==> src/rtl/mc_ctrl_pkg.sv <==
// Shared definitions for the multi-cycle controller: FSM state encoding,
// opcode/function constants, I/O-decode defaults and the decode bundle.
package mc_ctrl_pkg;

    typedef enum logic [2:0] {
        ST_FETCH  = 3'd0,
        ST_DECODE = 3'd1,
        ST_EXEC   = 3'd2,
        ST_MEM    = 3'd3,
        ST_WB     = 3'd4
    } state_e;

    localparam logic [5:0] OP_RTYPE = 6'h00;
    localparam logic [5:0] OP_J     = 6'h02;
    localparam logic [5:0] OP_JAL   = 6'h03;
    localparam logic [5:0] OP_BEQ   = 6'h04;
    localparam logic [5:0] OP_BNE   = 6'h05;
    localparam logic [5:0] OP_LW    = 6'h23;
    localparam logic [5:0] OP_SW    = 6'h2B;
    localparam logic [5:0] FN_JR    = 6'h08;

    localparam int IO_HIGH_W_DEF = 22;
    localparam int MEM_LAT_DEF   = 1;

    // Decoded instruction class plus datapath controls.
    typedef struct packed {
        logic       is_r;
        logic       is_i;
        logic       is_lw;
        logic       is_sw;
        logic       is_beq;
        logic       is_bne;
        logic       is_jal;
        logic       is_j;
        logic       jr;
        logic       sftmd;
        logic       alu_src;
        logic       reg_dst;
        logic [1:0] alu_op;
    } dec_t;

    // Shift-type R-format function codes (sll, srl, sra, sllv, srlv, srav).
    function automatic logic is_shift_func(input logic [5:0] f);
        case (f)
            6'h00, 6'h02, 6'h03, 6'h04, 6'h06, 6'h07: return 1'b1;
            default:                                  return 1'b0;
        endcase
    endfunction

endpackage

==> src/rtl/instr_decode.sv <==
// Purely combinational decode of the registered op/func fields.
module instr_decode
    import mc_ctrl_pkg::*;
(
    input  logic [5:0] op,
    input  logic [5:0] func,
    output dec_t       dec
);

    // Classify the instruction and derive the static datapath controls.
    always_comb begin
        dec         = '0;
        dec.is_r    = (op == OP_RTYPE);
        dec.is_i    = (op[5:3] == 3'b001);
        dec.is_lw   = (op == OP_LW);
        dec.is_sw   = (op == OP_SW);
        dec.is_beq  = (op == OP_BEQ);
        dec.is_bne  = (op == OP_BNE);
        dec.is_jal  = (op == OP_JAL);
        dec.is_j    = (op == OP_J);
        dec.jr      = dec.is_r & (func == FN_JR);
        dec.sftmd   = dec.is_r & is_shift_func(func);
        dec.alu_src = ~dec.is_r;
        dec.reg_dst = dec.is_r;
        dec.alu_op  = {dec.is_r | dec.is_i, dec.is_beq | dec.is_bne};
    end

endmodule

==> src/rtl/mc_control32.sv <==
// Multi-cycle controller: FETCH/DECODE/EXEC/MEM/WB sequencing with a
// fixed-latency memory path and a handshake-terminated I/O path.
module mc_control32
    import mc_ctrl_pkg::*;
#(
    parameter int                   IO_HIGH_W   = IO_HIGH_W_DEF,
    parameter logic [IO_HIGH_W-1:0] IO_HIGH_VAL = {IO_HIGH_W{1'b1}},
    parameter int                   MEM_LAT     = MEM_LAT_DEF
)(
    input  logic                 clk,
    input  logic                 reset,
    input  logic [5:0]           op,
    input  logic [5:0]           func,
    input  logic [IO_HIGH_W-1:0] alu_result_high,
    input  logic                 io_ready,
    output logic                 pc_write,
    output logic                 ir_write,
    output logic [1:0]           alu_op,
    output logic                 jr,
    output logic                 jal,
    output logic                 branch,
    output logic                 nbranch,
    output logic                 reg_dst,
    output logic                 alu_src,
    output logic                 sftmd,
    output logic                 reg_write,
    output logic                 mem_read,
    output logic                 mem_write,
    output logic                 io_read,
    output logic                 io_write,
    output logic                 mem_or_io_to_reg,
    output logic [2:0]           state,
    output logic                 busy
);

    localparam logic [3:0] MEM_LAT_C = 4'(MEM_LAT);

    state_e     state_r, state_nxt_s;
    logic [5:0] op_r, func_r;
    logic [3:0] cnt_r;
    logic       is_io_r;
    dec_t       dec_s;

    logic latch_op_s, load_mem_s, mem_last_s;
    logic pc_write_s, ir_write_s, reg_write_s, m2r_s;
    logic mem_read_s, mem_write_s, io_read_s, io_write_s;

    instr_decode u_decode (
        .op   (op_r),
        .func (func_r),
        .dec  (dec_s)
    );

    // Next-state logic and per-phase strobes.
    always_comb begin
        state_nxt_s = ST_FETCH;
        latch_op_s  = 1'b0;
        load_mem_s  = 1'b0;
        mem_last_s  = 1'b0;
        pc_write_s  = 1'b0;
        ir_write_s  = 1'b0;
        reg_write_s = 1'b0;
        m2r_s       = 1'b0;
        mem_read_s  = 1'b0;
        mem_write_s = 1'b0;
        io_read_s   = 1'b0;
        io_write_s  = 1'b0;
        case (state_r)
            ST_FETCH: begin
                ir_write_s  = 1'b1;
                state_nxt_s = ST_DECODE;
            end
            ST_DECODE: begin
                latch_op_s  = 1'b1;
                state_nxt_s = ST_EXEC;
            end
            ST_EXEC: begin
                if (dec_s.is_lw || dec_s.is_sw) begin
                    load_mem_s  = 1'b1;
                    state_nxt_s = ST_MEM;
                end else if ((dec_s.is_r && !dec_s.jr) || dec_s.is_i || dec_s.is_jal) begin
                    state_nxt_s = ST_WB;
                end else begin
                    // Branches, jumps, jr and unknown ops retire here.
                    pc_write_s  = 1'b1;
                    state_nxt_s = ST_FETCH;
                end
            end
            ST_MEM: begin
                if (is_io_r) begin
                    io_read_s  = dec_s.is_lw;
                    io_write_s = dec_s.is_sw;
                    mem_last_s = io_ready;
                end else begin
                    mem_read_s  = dec_s.is_lw;
                    mem_write_s = dec_s.is_sw;
                    // A zero count can only follow a bad load; leave rather than stall.
                    mem_last_s  = (cnt_r <= 4'd1);
                end
                if (!mem_last_s) begin
                    state_nxt_s = ST_MEM;
                end else if (dec_s.is_sw) begin
                    pc_write_s  = 1'b1;
                    state_nxt_s = ST_FETCH;
                end else begin
                    state_nxt_s = ST_WB;
                end
            end
            ST_WB: begin
                reg_write_s = 1'b1;
                pc_write_s  = 1'b1;
                m2r_s       = dec_s.is_lw;
                state_nxt_s = ST_FETCH;
            end
            default: begin
                state_nxt_s = ST_FETCH;
            end
        endcase
    end

    // State register.
    always_ff @(posedge clk) begin
        if (reset) begin
            state_r <= ST_FETCH;
        end else begin
            state_r <= state_nxt_s;
        end
    end

    // Instruction field capture in DECODE.
    always_ff @(posedge clk) begin
        if (reset) begin
            op_r   <= 6'd0;
            func_r <= 6'd0;
        end else if (latch_op_s) begin
            op_r   <= op;
            func_r <= func;
        end
    end

    // Memory-latency down-counter and I/O-space flag, loaded on EXEC->MEM.
    always_ff @(posedge clk) begin
        if (reset) begin
            cnt_r   <= 4'd0;
            is_io_r <= 1'b0;
        end else if (load_mem_s) begin
            cnt_r   <= MEM_LAT_C;
            is_io_r <= (alu_result_high == IO_HIGH_VAL);
        end else if ((state_r == ST_MEM) && !is_io_r && (cnt_r != 4'd0)) begin
            cnt_r <= cnt_r - 4'd1;
        end
    end

    // Outputs are forced low during a reset cycle so an in-flight access is dropped at once.
    assign pc_write         = pc_write_s  & ~reset;
    assign ir_write         = ir_write_s  & ~reset;
    assign reg_write        = reg_write_s & ~reset;
    assign mem_or_io_to_reg = m2r_s       & ~reset;
    assign mem_read         = mem_read_s  & ~reset;
    assign mem_write        = mem_write_s & ~reset;
    assign io_read          = io_read_s   & ~reset;
    assign io_write         = io_write_s  & ~reset;
    assign alu_op           = dec_s.alu_op & {2{~reset}};
    assign jr               = dec_s.jr      & ~reset;
    assign jal              = dec_s.is_jal  & ~reset;
    assign branch           = dec_s.is_beq  & ~reset;
    assign nbranch          = dec_s.is_bne  & ~reset;
    assign reg_dst          = dec_s.reg_dst & ~reset;
    assign alu_src          = dec_s.alu_src & ~reset;
    assign sftmd            = dec_s.sftmd   & ~reset;
    assign state            = reset ? 3'd0 : state_r;
    assign busy             = ~reset & (state_r != ST_FETCH);

endmodule

==> config.mk <==
export PLATFORM = sky130hd
export DESIGN_NAME = mc_control32
export DESIGN_NICKNAME = d
export VERILOG_FILES = /design/src/rtl/mc_ctrl_pkg.sv /design/src/rtl/instr_decode.sv /design/src/rtl/mc_control32.sv
export SDC_FILE = /design/constraint.sdc
export NUM_CORES = 1
export LEC_CHECK = 0
export ABC_AREA = 0
export BUFFER_PORTS_ARGS = -buffer_cell sky130_fd_sc_hd__buf_2
export CAP_MARGIN = 5
export CORE_MARGIN = 3
export CORE_UTILIZATION = 46
export DETAILED_ROUTE_END_ITERATION = 12
export PLACE_DENSITY = 0.79
export SKIP_LAST_GASP = 1
export SLEW_MARGIN = 20
export SYNTH_ARGS = -nofsm -noshare
export SYNTH_HDL_FRONTEND = slang
export SYNTH_SLANG_ARGS = --single-unit
==> constraint.sdc <==
create_clock -name clk -period 2.13 [get_ports clk]
set_input_delay 0.1065 -clock clk [delete_from_list [all_inputs] [get_ports clk]]
set_output_delay 0.1065 -clock clk [all_outputs]
set_load 0.02 [all_outputs]
Word level (Yosys, flattened, before mapping) --
Cells that the tools add are included.
Word-level totals: bits in writable memories 0, bits in latches 0, memory bits (read-only) 0, flip-flop bits (word level) 20, memories 0, output and inout bits 21, input port bits 37
Cells by class: order comparisons 1, mux-type cells 30, reductions and logical operators 16, shift-type cells 0, add/subtract/negate cells 1, multiply operators 0, eq/ne operators 17, divide/modulo/power cells 0, bitwise gates (word level) 23
Operators with widths (count):
- $eq 6x3->1 const B | 5
- $mux 1 | 23
- $eq 22x22->1 const B | 1
- $and 1x1->1 | 18
- $eq 6x2->1 const B | 3
- $mux 3 | 5
- $eq 6x6->1 const B | 2
- $logic_not 6->1 | 2
- $pmux 3 s4 | 1
- $eq 3x1->1 const B | 2
- $eq 3x2->1 const B | 2
- $eq 6x4->1 const B | 1
- $reduce_or 6->1 | 1
- $le 4x1->1 const B | 1
- $reduce_bool 4->1 | 1
- $sub 4x1->4 const B | 1
- $eq 3x3->1 const B | 1
- $logic_and 1x1->1 | 3
- $logic_not 3->1 | 1
- $logic_or 1x1->1 | 3
- $pmux 1 s3 | 1
- $reduce_bool 3->1 | 1
- $and 2x2->2 | 1
- $logic_not 1->1 | 2
- 4 further kinds | 6

Logic depth before layout (Yosys ltp) --
Gate-level depths: netlist of run 1.
word-level depth 10, gate-level depth with buffers 6, depth with buffers taken out 6

By module --
Synthesis of run 1 repeated with hierarchy kept, for this count alone.
Unflattened totals: cell total of the unflattened synthesis 167, area total of the unflattened synthesis 1293.7 um2
By module, submodules not included:
- mc_control32 | area each 1119.8 um2, instances 1, cells an instance 143
- instr_decode | area each 173.9 um2, instances 1, cells an instance 24

Least setup slack after synthesis of run 1 --
No wires, ideal clock.
kind flip-flop to output port, from reg op_r[3], to out branch, data required time 2.024 ns, data arrival time 1.668 ns, cell stages (with the launch flop) 6, setup slack 0.355 ns, cell sequence dfxtp_1 -> clkbuf_1 -> nor2_1 -> nand2_1 -> nor3b_1 -> nor2b_1
Between the ends: cells in the longest elaborated chain, start to end 2
Ends and longest elaborated chain:
- start: declaration | RTL line mc_control32.sv:39 | logic [5:0] op_r, func_r;
- start signal: assignment | RTL line mc_control32.sv:136 | op_r <= op;
- $eq 6x3->1 | RTL line instr_decode.sv:17 | dec.is_beq = (op == OP_BEQ);
- $and 1x1->1 | RTL line mc_control32.sv:166 | assign branch = dec_s.is_beq & ~reset;
- end: declaration | RTL line mc_control32.sv:21 | output logic branch,
No other way between the ends.

Worst setup path in the final report of run 1 --
from reg cnt_r[1], to out pc_write
Between the ends: cells in the longest elaborated chain, start to end 6
Ends and longest elaborated chain:
- start: declaration | RTL line mc_control32.sv:40 | logic [3:0] cnt_r;
- start signal: assignment | RTL line mc_control32.sv:150 | cnt_r <= cnt_r - 4'd1;
- $le 4x1->1 | RTL line mc_control32.sv:98 | mem_last_s = (cnt_r <= 4'd1);
- $mux 1 | RTL line mc_control32.sv:90 | if (is_io_r) begin
- $mux 1 | RTL line mc_control32.sv:68 | case (state_r)
- $mux 1 | RTL line mc_control32.sv:100 | if (!mem_last_s) begin
- $pmux 1 s3 | RTL line mc_control32.sv:68
- $and 1x1->1 | RTL line mc_control32.sv:155 | assign pc_write = pc_write_s & ~reset;
- end: declaration | RTL line mc_control32.sv:16 | output logic pc_write,
No other way between the ends. The select of a mux whose other input is x is not followed.

==> results.py, run 1 <==
metrics = {
    "place": {
        "placed_cells": 231,
        "gp_congestion": 0.886,
        "port_buffers": 57,
        "dp_hpwl_um": 2510,
        "preCtsSetupSlack_ps": 344,
    },
    "finish": {
        "antenna_cells": 0,
        "syn2layout_area_growth_pct": 31.2,
        "final_cell_mix": "56 x buf_2, 25 x nor2_1, 17 x dfxtp_1",
        "post_layout_nonfiller_instances": 237,
        "num-nets-final": 248,
        "final_common_cell": "buf_2",
        "drive_gt1_share_pct": 37.7,
    },
    "clocking": {
        "cts_root_buffer": "clkbuf_4",
        "cts.clk_slew.worst_paths_ps": 110,
        "cts_buffers": 3,
        "cts_tree": "yes",
        "cts_buffer_depth": 2,
        "clock_latency_ps": 300,
        "ctsHtreeMaxLevel": 1,
        "cts_sinks": 20,
    },
    "hold_path": {
        "min_path_cells": 3,
        "worstHoldStart": "op[0]",
        "hp-class": "in -> reg",
        "whs_endpoint": "op_r[0]$_SDFFE_PP0N_",
    },
    "setup_path": {
        "path_class": "reg -> out",
        "worstReg2RegStart": "op_r[1]$_SDFFE_PP0N_",
        "cp.required_ps": 2020,
        "worstPathArrival_ps": 1950,
        "reg2reg_depth": 4,
        "slowest_delay_ps": 350,
        "crit_family": "compound AO/OA/AOI/OAI gates",
        "worstPathMaxFanout": 3,
        "crit_buf_inv": 2,
        "startpoint": "cnt_r[1]$_SDFFE_PP0P_",
        "r2r_end": "state_r[1]$_SDFF_PP0_",
        "path_cells": "inv_1 > ha_1 > nor2_1 > o32a_1 > o32a_1 > o21ai_1 > buf_4",
        "r2r_slack_ps": 470,
        "crit_path_top_delay_cell": "o32a_1",
        "cp-end-kind": "output port",
        "cp_common_cell": "o32a_1",
        "start_kind": "flop",
    },
    "floorplanning": {
        "die-width_um": 57.9,
        "initial_core_util_pct": 49.2,
        "std_cell_rows": 18,
        "core_area_sq_um": 2520,
        "dieArea_sq_um": 3350,
        "dieHeight_um": 57.9,
        "ios": 58,
    },
    "timing": {
        "slew-limit-headroom_pct": 63.6,
        "setup_viol": 0,
        "layout_setup_ws_ps": 74.8,
        "fin_skew_ps": 4.39,
        "max_freq_mhz": 487,
        "min_period_ps": 2060,
        "tightest_slew_ps": 545,
        "rsz0062_at_grt": "no",
        "hold_viol": 0,
        "tns_ps": 0,
        "finalMaxSlewViolations": 0,
        "period_share_pct": 96.5,
    },
    "drt": {
        "drt-wirelength-per-cell_um": 13.4,
        "drc": 0,
        "routed_via_density": 5.57,
        "ant_nets": 0,
        "num_vias": 1319,
        "wl_um": 3180,
        "drt_iter0_markers": 45,
        "drt_pass1_iterations": 4,
    },
    "yosys": {
        "syn-num-nets": 189,
        "synth_compound_area_share_pct": 13.6,
        "syn_inst": 149,
        "synth_top_family_by_area": "simple AND/OR/NAND/NOR gates",
        "avgSynthCellArea_sq_um": 8.32,
        "synth_xor_area_share_pct": 1.41,
        "synth_seq_area_share_pct": 32.3,
        "synth.area.mux_share_pct": 9.69,
        "yosysUniqueCellTypes": 41,
        "yosysWarnings": 0,
        "yosys.area_share.simple_pct": 35.7,
        "synth_area_sq_um": 1240,
        "synth_seq_cells": 20,
        "synth_fa_ha_area_share_pct": 3.03,
    },
    "power_and_ir_drop": {
        "powerDensity_nw_per_um2": 570,
        "worst_ir_drop_vdd_mv": 0.442,
        "power_leakage_nw": 0.730,
    },
    "grt": {
        "grt_pass1_vias": 1201,
        "grt_max_degree": 35,
        "antenna_found_initial": 0,
        "grt_pass1_wl_um": 5150,
        "grtUsageTotal_pct": 19.3,
        "globalRouteOverflowTotal": 0,
    },
    "status": {
        "status": "completed",
    },
    "flow_run": {
        "drv_cap": 0,
    },
}
-- worst max path at each step --
stage	endpoint	slack [ps]	depth (start not counted)
2_1_floorplan	branch	360	5
3_3_place_gp	pc_write	380	5
3_5_place_dp	pc_write	340	5
4_1_cts	pc_write	10	5
5_1_grt	pc_write	5	5
6_report	pc_write	70	7
-- worst reg2reg max path, cell delays in order (launching register included) --
cell and delay, ps:
dfxtp_1 500, nand2_1 140, nor4b_2 500, a21oi_1 140
a311oi_1 280
-- logic make-up after synthesis --
| group | Yosys count |
|---|---|
| and+or+nand+nor | 76 |
| AOI/OAI and AO/OA | 24 |
| DFF | 20 |
| buffers and inverters | 12 |
| muxes | 12 |
| adders and majority gates | 3 |
| xor gates and xnor gates | 2 |
-- layer usage --
layer | wire length, um | vias up | part of all wire, % | global-route usage, %
li1 | - | 660 | - | -
met1 | 1320 | 593 | 42 | 22.8
met2 | 1530 | 64 | 48 | 34.2
met3 | 312 | 2 | 9.8 | 4.68
met4 | 14 | 0 | 0.44 | 5.96
met5 | 0 | - | 0 | 0
-- synthesized netlist by cell type --
library cell	instances	area [sq um]
or3_1	1	6.26
nand4_1	5	31.3
a221oi_2	1	15.0
or4_1	1	7.51
inv_1	4	15.0
mux2i_1	12	120
nor3b_1	3	22.5
o32a_1	2	20.0
a211oi_1	1	7.51
or2_2	2	12.5
a211oi_2	1	12.5
nor4b_1	1	8.76
nor2b_1	4	25.0
a21o_1	1	7.51
buf_4	1	7.51
nor3_1	4	20.0
o211a_1	1	10.0
xor2_1	1	8.76
ha_1	3	37.5
and2_1	2	12.5
and3_1	1	6.26
o21ai_0	3	15.0
nand3_1	1	5.00
buf_2	3	15.0
clkbuf_1	4	15.0
nand2_1	10	37.5
nor4b_2	2	30.0
nor2_1	25	93.8
a311oi_1	1	8.76
nor4_1	7	43.8
nand4bb_4	1	27.5
nor3b_2	1	12.5
dfxtp_1	20	400
or4b_1	1	10.0
o2111ai_1	1	8.76
xnor2_1	1	8.76
o21ai_1	2	10.0
nand4b_1	2	17.5
a21oi_1	9	45.0
nand2b_1	2	12.5
a22o_1	1	8.76
-- layout make-up --
type / count / area [sq um]
Inverter: 4 / 15.0
Clock buffer: 4 / 36.3
Fill cell: 244 / 896
Sequential cell: 20 / 404
Tap cell: 30 / 37.5
Timing Repair Buffer: 62 / 325
Multi-Input combinational cell: 117 / 808
-- sequential cells by signal (all words and copies together) (netlist names) --
| name | cells |
|---|---|
| cnt_r | 4 |
| func_r | 6 |
| is_io_r | 1 |
| op_r | 6 |
| state_r | 3 |
-- report_power, final --
group	switching [W]	internal [W]	leakage [nW]
sequential	0.0000429	0.000401	0.164
clock	0.000110	0.000104	0.0210
combinational	0.000144	0.000125	0.545
-- metrics by stage --
step | utilization [%] | hold WS, ps | cell area (sq um) | power (W)
after floorplan | - | 245 | 1240 | 0.000626
after global placement | 61.4 | 340 | 1550 | 0.000705
after detailed placement | 61.4 | 351 | 1550 | 0.000715
after CTS | 62.8 | 39.2 | 1590 | 0.000929
after global routing | 64.5 | 28.5 | 1630 | 0.000989
final | 64.5 | 40.4 | 1630 | 0.000927
-- repair_timing --
action	4_1_cts	5_1_grt
buffers inserted	0	2
pin swaps	0	1
endpoints found under the setup margin	1	1
cloned	0	0
hold buffers	0	0
resized for setup	1	6
Power figures use the tool's default switching activity.
==> inputs of run 2 (changes only) <==
Settings changed: BUFFER_PORTS_ARGS -buffer_cell sky130_fd_sc_hd__buf_2 to default, CORE_UTILIZATION 46 to 50, DONT_BUFFER_PORTS from default to 1, PLACE_DENSITY 0.79 to 0.65.
==> run 2 against run 1 <==
  * First-iteration DRC count is 6.7% lower
  * Maximum frequency increased by 1.8%
  * Worst setup slack better by 37 ps
  * Critical path depth decreased by 2
  * Hold slack improved by 0.52 ps
  * Non-clock buffer count shrank 36
  * Global-route usage grew 0.39 points
  * Clock-buffer cell count shrank 1
  * Core utilization up 3.4 points
  * Clock skew shrank 3.3 ps
  * Sequential cell count stayed put
  * Critical path type unchanged
  * Critical endpoint unchanged
  * Largest cell class unchanged
==> results.py, run 2 (synthesis results as in run 1) <==
metrics = {
    "timing": {
        "tightest_slew_ps": 670,
        "layout_setup_ws_ps": 111,
        "finalMaxSlewViolations": 0,
        "slew-limit-headroom_pct": 55.0,
        "period_share_pct": 94.8,
        "setup_viol": 0,
        "hold_viol": 0,
        "max_freq_mhz": 495,
        "min_period_ps": 2020,
        "fin_skew_ps": 1.04,
    },
    "finish": {
        "seqCellArea_sq_um": 407,
        "final_cell_mix": "25 x nor2_1, 15 x dfxtp_1, 13 x dlygate4sd3_1, 13 x buf_4, 12 x mux2i_1",
        "antenna_cells": 0,
        "drive_gt1_share_pct": 18.7,
        "num-nets-final": 212,
        "multi_input_area_sq_um": 808,
        "syn2layout_area_growth_pct": 24.6,
        "final_common_cell": "nor2_1",
        "top_regs": "func_r x6, op_r x6, cnt_r x4",
        "n_fill_cell": 176,
    },
    "power_and_ir_drop": {
        "power_leakage_nw": 0.586,
        "p_sw_share_pct": 29.4,
        "seqPwrFrac_pct": 44.9,
        "intPower_w": 0.000705,
        "p_comb_share_pct": 24.2,
        "powerDensity_nw_per_um2": 646,
        "switching_power_w": 0.000294,
        "worst_ir_drop_vdd_mv": 0.531,
        "totalPowerFinal_w": 0.000999,
        "p_clk_share_pct": 30.9,
    },
    "hold_path": {
        "hp-class": "in -> reg",
        "min_path_cells": 3,
        "whs_endpoint": "state_r[1]$_SDFF_PP0_",
        "worstHoldStart": "io_ready",
    },
    "grt": {
        "grt_pass1_vias": 1173,
        "grt_max_degree": 20,
        "grt_pass1_wl_um": 4940,
        "grtUsageTotal_pct": 19.7,
        "globalRouteOverflowTotal": 0,
        "antenna_found_initial": 0,
    },
    "drt": {
        "num_vias": 1173,
        "drt-wirelength-per-cell_um": 16.1,
        "ant_nets": 0,
        "drt_iter0_markers": 42,
        "drt_pass1_iterations": 4,
        "wl_um": 3210,
        "routed_via_density": 5.89,
        "drc": 0,
    },
    "setup_path": {
        "crit_path_top_delay_cell": "dfxtp_1",
        "crit_buf_inv": 1,
        "worstPathArrival_ps": 1910,
        "worstReg2RegStart": "state_r[0]$_SDFF_PP0_",
        "cp.required_ps": 2020,
        "r2r_end": "op_r[5]$_SDFFE_PP0N_",
        "r2r_slack_ps": 200,
        "reg2reg_depth": 5,
        "cp_common_cell": "o32a_1",
        "start_kind": "flop",
        "crit_family": "compound AO/OA/AOI/OAI gates",
        "path_cells": "nand4bb_4 > o32a_1 > o32a_1 > o21ai_1 > buf_4",
        "worstPathMaxFanout": 9,
        "path_class": "reg -> out",
        "slowest_delay_ps": 400,
        "cp-end-kind": "output port",
    },
    "clocking": {
        "cts_buffer_depth": 2,
        "clock_latency_ps": 300,
        "ctsHtreeMaxLevel": 1,
        "cts_sinks": 20,
        "cts_root_buffer": "clkbuf_4",
        "cts_buffers": 3,
        "cts_tree": "yes",
        "cts.clk_slew.worst_paths_ps": 120,
    },
    "place": {
        "preCtsSetupSlack_ps": 372,
        "gp_congestion": 0.782,
        "port_buffers": 0,
        "dp_hpwl_um": 2270,
    },
    "floorplanning": {
        "core_area_sq_um": 2280,
        "die-width_um": 55.8,
        "ios": 58,
        "dieArea_sq_um": 3110,
        "std_cell_rows": 17,
        "dieHeight_um": 55.8,
        "initial_core_util_pct": 54.5,
    },
    "status": {
        "status": "completed",
    },
    "flow_run": {
        "drv_cap": 0,
    },
}
-- run 2: repair_timing --
item | in CTS | in global routing
setup endpoints to repair | 0 | 2
buffers inserted | 0 | 0
hold buffers | 13 | 0
resized for setup | 0 | 9
endpoints found under the hold margin | 17 | 0
-- run 2: worst max path at each step --
stage / startpoint / to / cells past startpoint
3_5_place_dp: state_r[1]$_SDFF_PP0_ / pc_write / 5
3_3_place_gp: state_r[1]$_SDFF_PP0_ / pc_write / 5
2_1_floorplan: op_r[3]$_SDFFE_PP0N_ / branch / 5
5_1_grt: state_r[2]$_SDFF_PP0_ / pc_write / 5
4_1_cts: state_r[1]$_SDFF_PP0_ / pc_write / 5
6_report: state_r[2]$_SDFF_PP0_ / pc_write / 5
-- run 2: area by class of cell --
type	count	share of cell area (%)
Clock buffer	3	1.46
Clock inverter	1	1.94
Sequential cell	20	26.3
Multi-Input combinational cell	117	52.3
Inverter	4	0.972
Tap cell	28	2.27
Timing Repair Buffer	26	14.7
-- run 2: metrics by stage --
step / std cells / cell area [sq um] / util, % / TNS (ps) / hold WS, ps
2_1_floorplan: 149 / 1240 / - / 0 / 245
3_3_place_gp: 182 / 1340 / 58.7 / 0 / 182
3_5_place_dp: 182 / 1340 / 58.7 / 0 / 184
4_1_cts: 199 / 1520 / 66.7 / 0 / 39.7
5_1_grt: 199 / 1550 / 67.9 / -2.94 / 61.8
6_report: 199 / 1550 / 67.9 / 0 / 41.0
-- run 2: tightest hold or removal path, delay by kind of cell --
family / cells / cell delay [ps]
AOI/OAI and AO/OA: 2 / 150
and+or+nand+nor: 1 / 50
-- run 2: layer usage --
layer	vias up	global-route usage, %	wire length (um)	part of all wire (%)
li1	591	-	-	-
met1	531	22.5	1370	43
met2	47	36.3	1600	50
met3	4	3.02	203	6.3
met4	0	7.29	32	1.0
met5	-	0	0	0
-- run 2: power groups by stage --
stage / sequential, W / clock (W) / combinational [W]
2_1_floorplan: 0.000429 / 0 / 0.000197
3_3_place_gp: 0.000450 / 0 / 0.000210
3_5_place_dp: 0.000453 / 0 / 0.000215
4_1_cts: 0.000444 / 0.000319 / 0.000240
5_1_grt: 0.000454 / 0.000333 / 0.000262
6_report: 0.000449 / 0.000309 / 0.000241
==> inputs of run 3 (changes only) <==
Settings changed: CORE_MARGIN 3 to 1.
==> run 3 against run 2 <==
  * The run now ends with hold timing left
  * Sequential cell count unchanged
  * First-iteration DRC count decreased by 36%
  * Sequential power about the same
  * Maximum frequency decreased by 0.43%
  * Global-route usage increased by 4.6 points
  * Core utilization decreased by 1.5 points
==> results.py, run 3 (synthesis results as in run 1) <==
metrics = {
    "drt": {
        "ant_nets": 0,
        "wl_um": 3140,
        "drc": 0,
        "routed_via_density": 5.97,
        "drt_iter0_markers": 27,
        "drt_pass1_iterations": 4,
        "drt-wirelength-per-cell_um": 15.9,
        "num_vias": 1177,
    },
    "finish": {
        "final_common_cell": "nor2_1",
        "final_cell_mix": "25 x nor2_1, 15 x dfxtp_1, 12 x mux2i_1, 12 x dlygate4sd3_1, 12 x buf_4",
        "syn2layout_area_growth_pct": 21.9,
        "seqCellArea_sq_um": 407,
        "top_regs": "func_r x6, op_r x6, cnt_r x4",
        "num-nets-final": 210,
        "n_fill_cell": 190,
        "drive_gt1_share_pct": 18.3,
        "antenna_cells": 0,
        "multi_input_area_sq_um": 808,
    },
    "power_and_ir_drop": {
        "totalPowerFinal_w": 0.000913,
        "powerDensity_nw_per_um2": 604,
        "power_leakage_nw": 0.568,
        "worst_ir_drop_vdd_mv": 0.451,
    },
    "clocking": {
        "cts_tree": "yes",
        "cts.clk_slew.worst_paths_ps": 120,
        "ctsHtreeMaxLevel": 1,
        "cts_sinks": 20,
        "clock_latency_ps": 300,
        "cts_root_buffer": "clkbuf_4",
        "cts_buffers": 3,
        "cts_setup_buffers": 0,
        "cts_buffer_depth": 2,
    },
    "flow_run": {
        "drv_cap": 0,
    },
    "timing": {
        "period_share_pct": 95.2,
        "setup_viol": 0,
        "tightest_slew_ps": 664,
        "hold_viol": 1,
        "layout_setup_ws_ps": 103,
        "fin_skew_ps": 5.96,
        "max_freq_mhz": 493,
        "min_period_ps": 2030,
        "slew-limit-headroom_pct": 55.4,
        "hold_ws_ps": -4.11,
        "finalMaxSlewViolations": 0,
    },
    "hold_path": {
        "hp-class": "in -> reg",
        "whs_endpoint": "op_r[5]$_SDFFE_PP0N_",
        "worstHoldStart": "op[5]",
        "min_path_cells": 2,
    },
    "grt": {
        "grt_pass1_wl_um": 4760,
        "grt_max_degree": 20,
        "grt_pass1_vias": 1109,
        "grtUsageTotal_pct": 24.2,
        "antenna_found_initial": 0,
        "globalRouteOverflowTotal": 0,
    },
    "setup_path": {
        "path_class": "reg -> out",
        "worstReg2RegStart": "op_r[2]$_SDFFE_PP0N_",
        "cp-end-kind": "output port",
        "start_kind": "flop",
        "worstPathMaxFanout": 4,
        "reg2reg_depth": 4,
        "r2r_end": "state_r[2]$_SDFF_PP0_",
        "cp.required_ps": 2020,
        "worstPathArrival_ps": 1920,
        "r2r_slack_ps": 500,
    },
    "floorplanning": {
        "core_area_sq_um": 2280,
        "ios": 58,
        "initial_core_util_pct": 54.5,
        "dieHeight_um": 51.8,
        "die-width_um": 51.8,
        "dieArea_sq_um": 2680,
        "std_cell_rows": 17,
    },
    "place": {
        "dp_hpwl_um": 2200,
        "preCtsSetupSlack_ps": 369,
        "gp_congestion": 0.815,
        "port_buffers": 0,
    },
    "status": {
        "status": "finished with violations",
        "violations": "hold timing",
    },
}
-- run 3: cell types whose count changed in the layout (fill, tap and decap cells not counted), sizes merged --
cell / delta
buf: -1
clkbuf: +1
bufinv: -1
dlygate4sd3: -1
-- run 3: how the worst max path moves through the flow --
stage / from / endpoint / slack [ps] / depth (start not counted)
final: cnt_r[0]$_SDFFE_PP0P_ / pc_write / 100 / 7
after global routing: cnt_r[0]$_SDFFE_PP0P_ / pc_write / -4 / 7
after CTS: state_r[0]$_SDFF_PP0_ / pc_write / 8 / 5
after detailed placement: state_r[1]$_SDFF_PP0_ / pc_write / 370 / 5
after global placement: state_r[1]$_SDFF_PP0_ / pc_write / 420 / 5
after floorplan: op_r[3]$_SDFFE_PP0N_ / branch / 360 / 5
-- run 3: routing by layer --
layer / up-vias / global-route usage, % / share of wire, % / routed length, um
met5: - / 0 / 0 / 0
met4: 0 / 9.91 / 1.8 / 58
met3: 8 / 4.97 / 6.1 / 193
met2: 55 / 43.3 / 48 / 1510
met1: 532 / 27.8 / 44 / 1370
li1: 582 / - / - / -
-- run 3: metrics by stage --
step	utilization (%)	std cells	instance area, sq um	setup TNS, ps
floorplan	-	149	1240	0
global placement	58.3	181	1330	0
detailed placement	58.3	181	1330	0
CTS	65.2	197	1480	0
global route	66.4	197	1510	-3.65
finish	66.4	197	1510	0
-- run 3: what timing repair did --
| action | in CTS | in global routing |
|---|---|---|
| hold endpoints to repair | 19 | 0 |
| resized for setup | 0 | 9 |
| hold buffers | 12 | 0 |
| setup endpoints to repair | 0 | 1 |
-- run 3: power by group --
part / leakage [nW] / switching (W) / internal (W)
Combinational: 0.382 / 0.000127 / 0.000111
Clock: 0.0210 / 0.000121 / 0.000104
Sequential: 0.165 / 0.0000469 / 0.000402
Total: 0.568 / 0.000296 / 0.000617
-- run 3: layout make-up --
cell class              count  area share [%]
well taps                  28            2.32
clock buffers               4            2.40
multi-input cells         117            53.5
inverters                   4           0.993
repair buffers             24            13.9
flip-flops and latches     20            26.9
-- run 3: critical path, cell delays in order, from the launching register on --
cell     delay [ps]
dfxtp_2         360
inv_1           130
ha_4            170
nor2_1           50
o32a_1          350
o32a_1          340
o21ai_1          70
buf_4           150
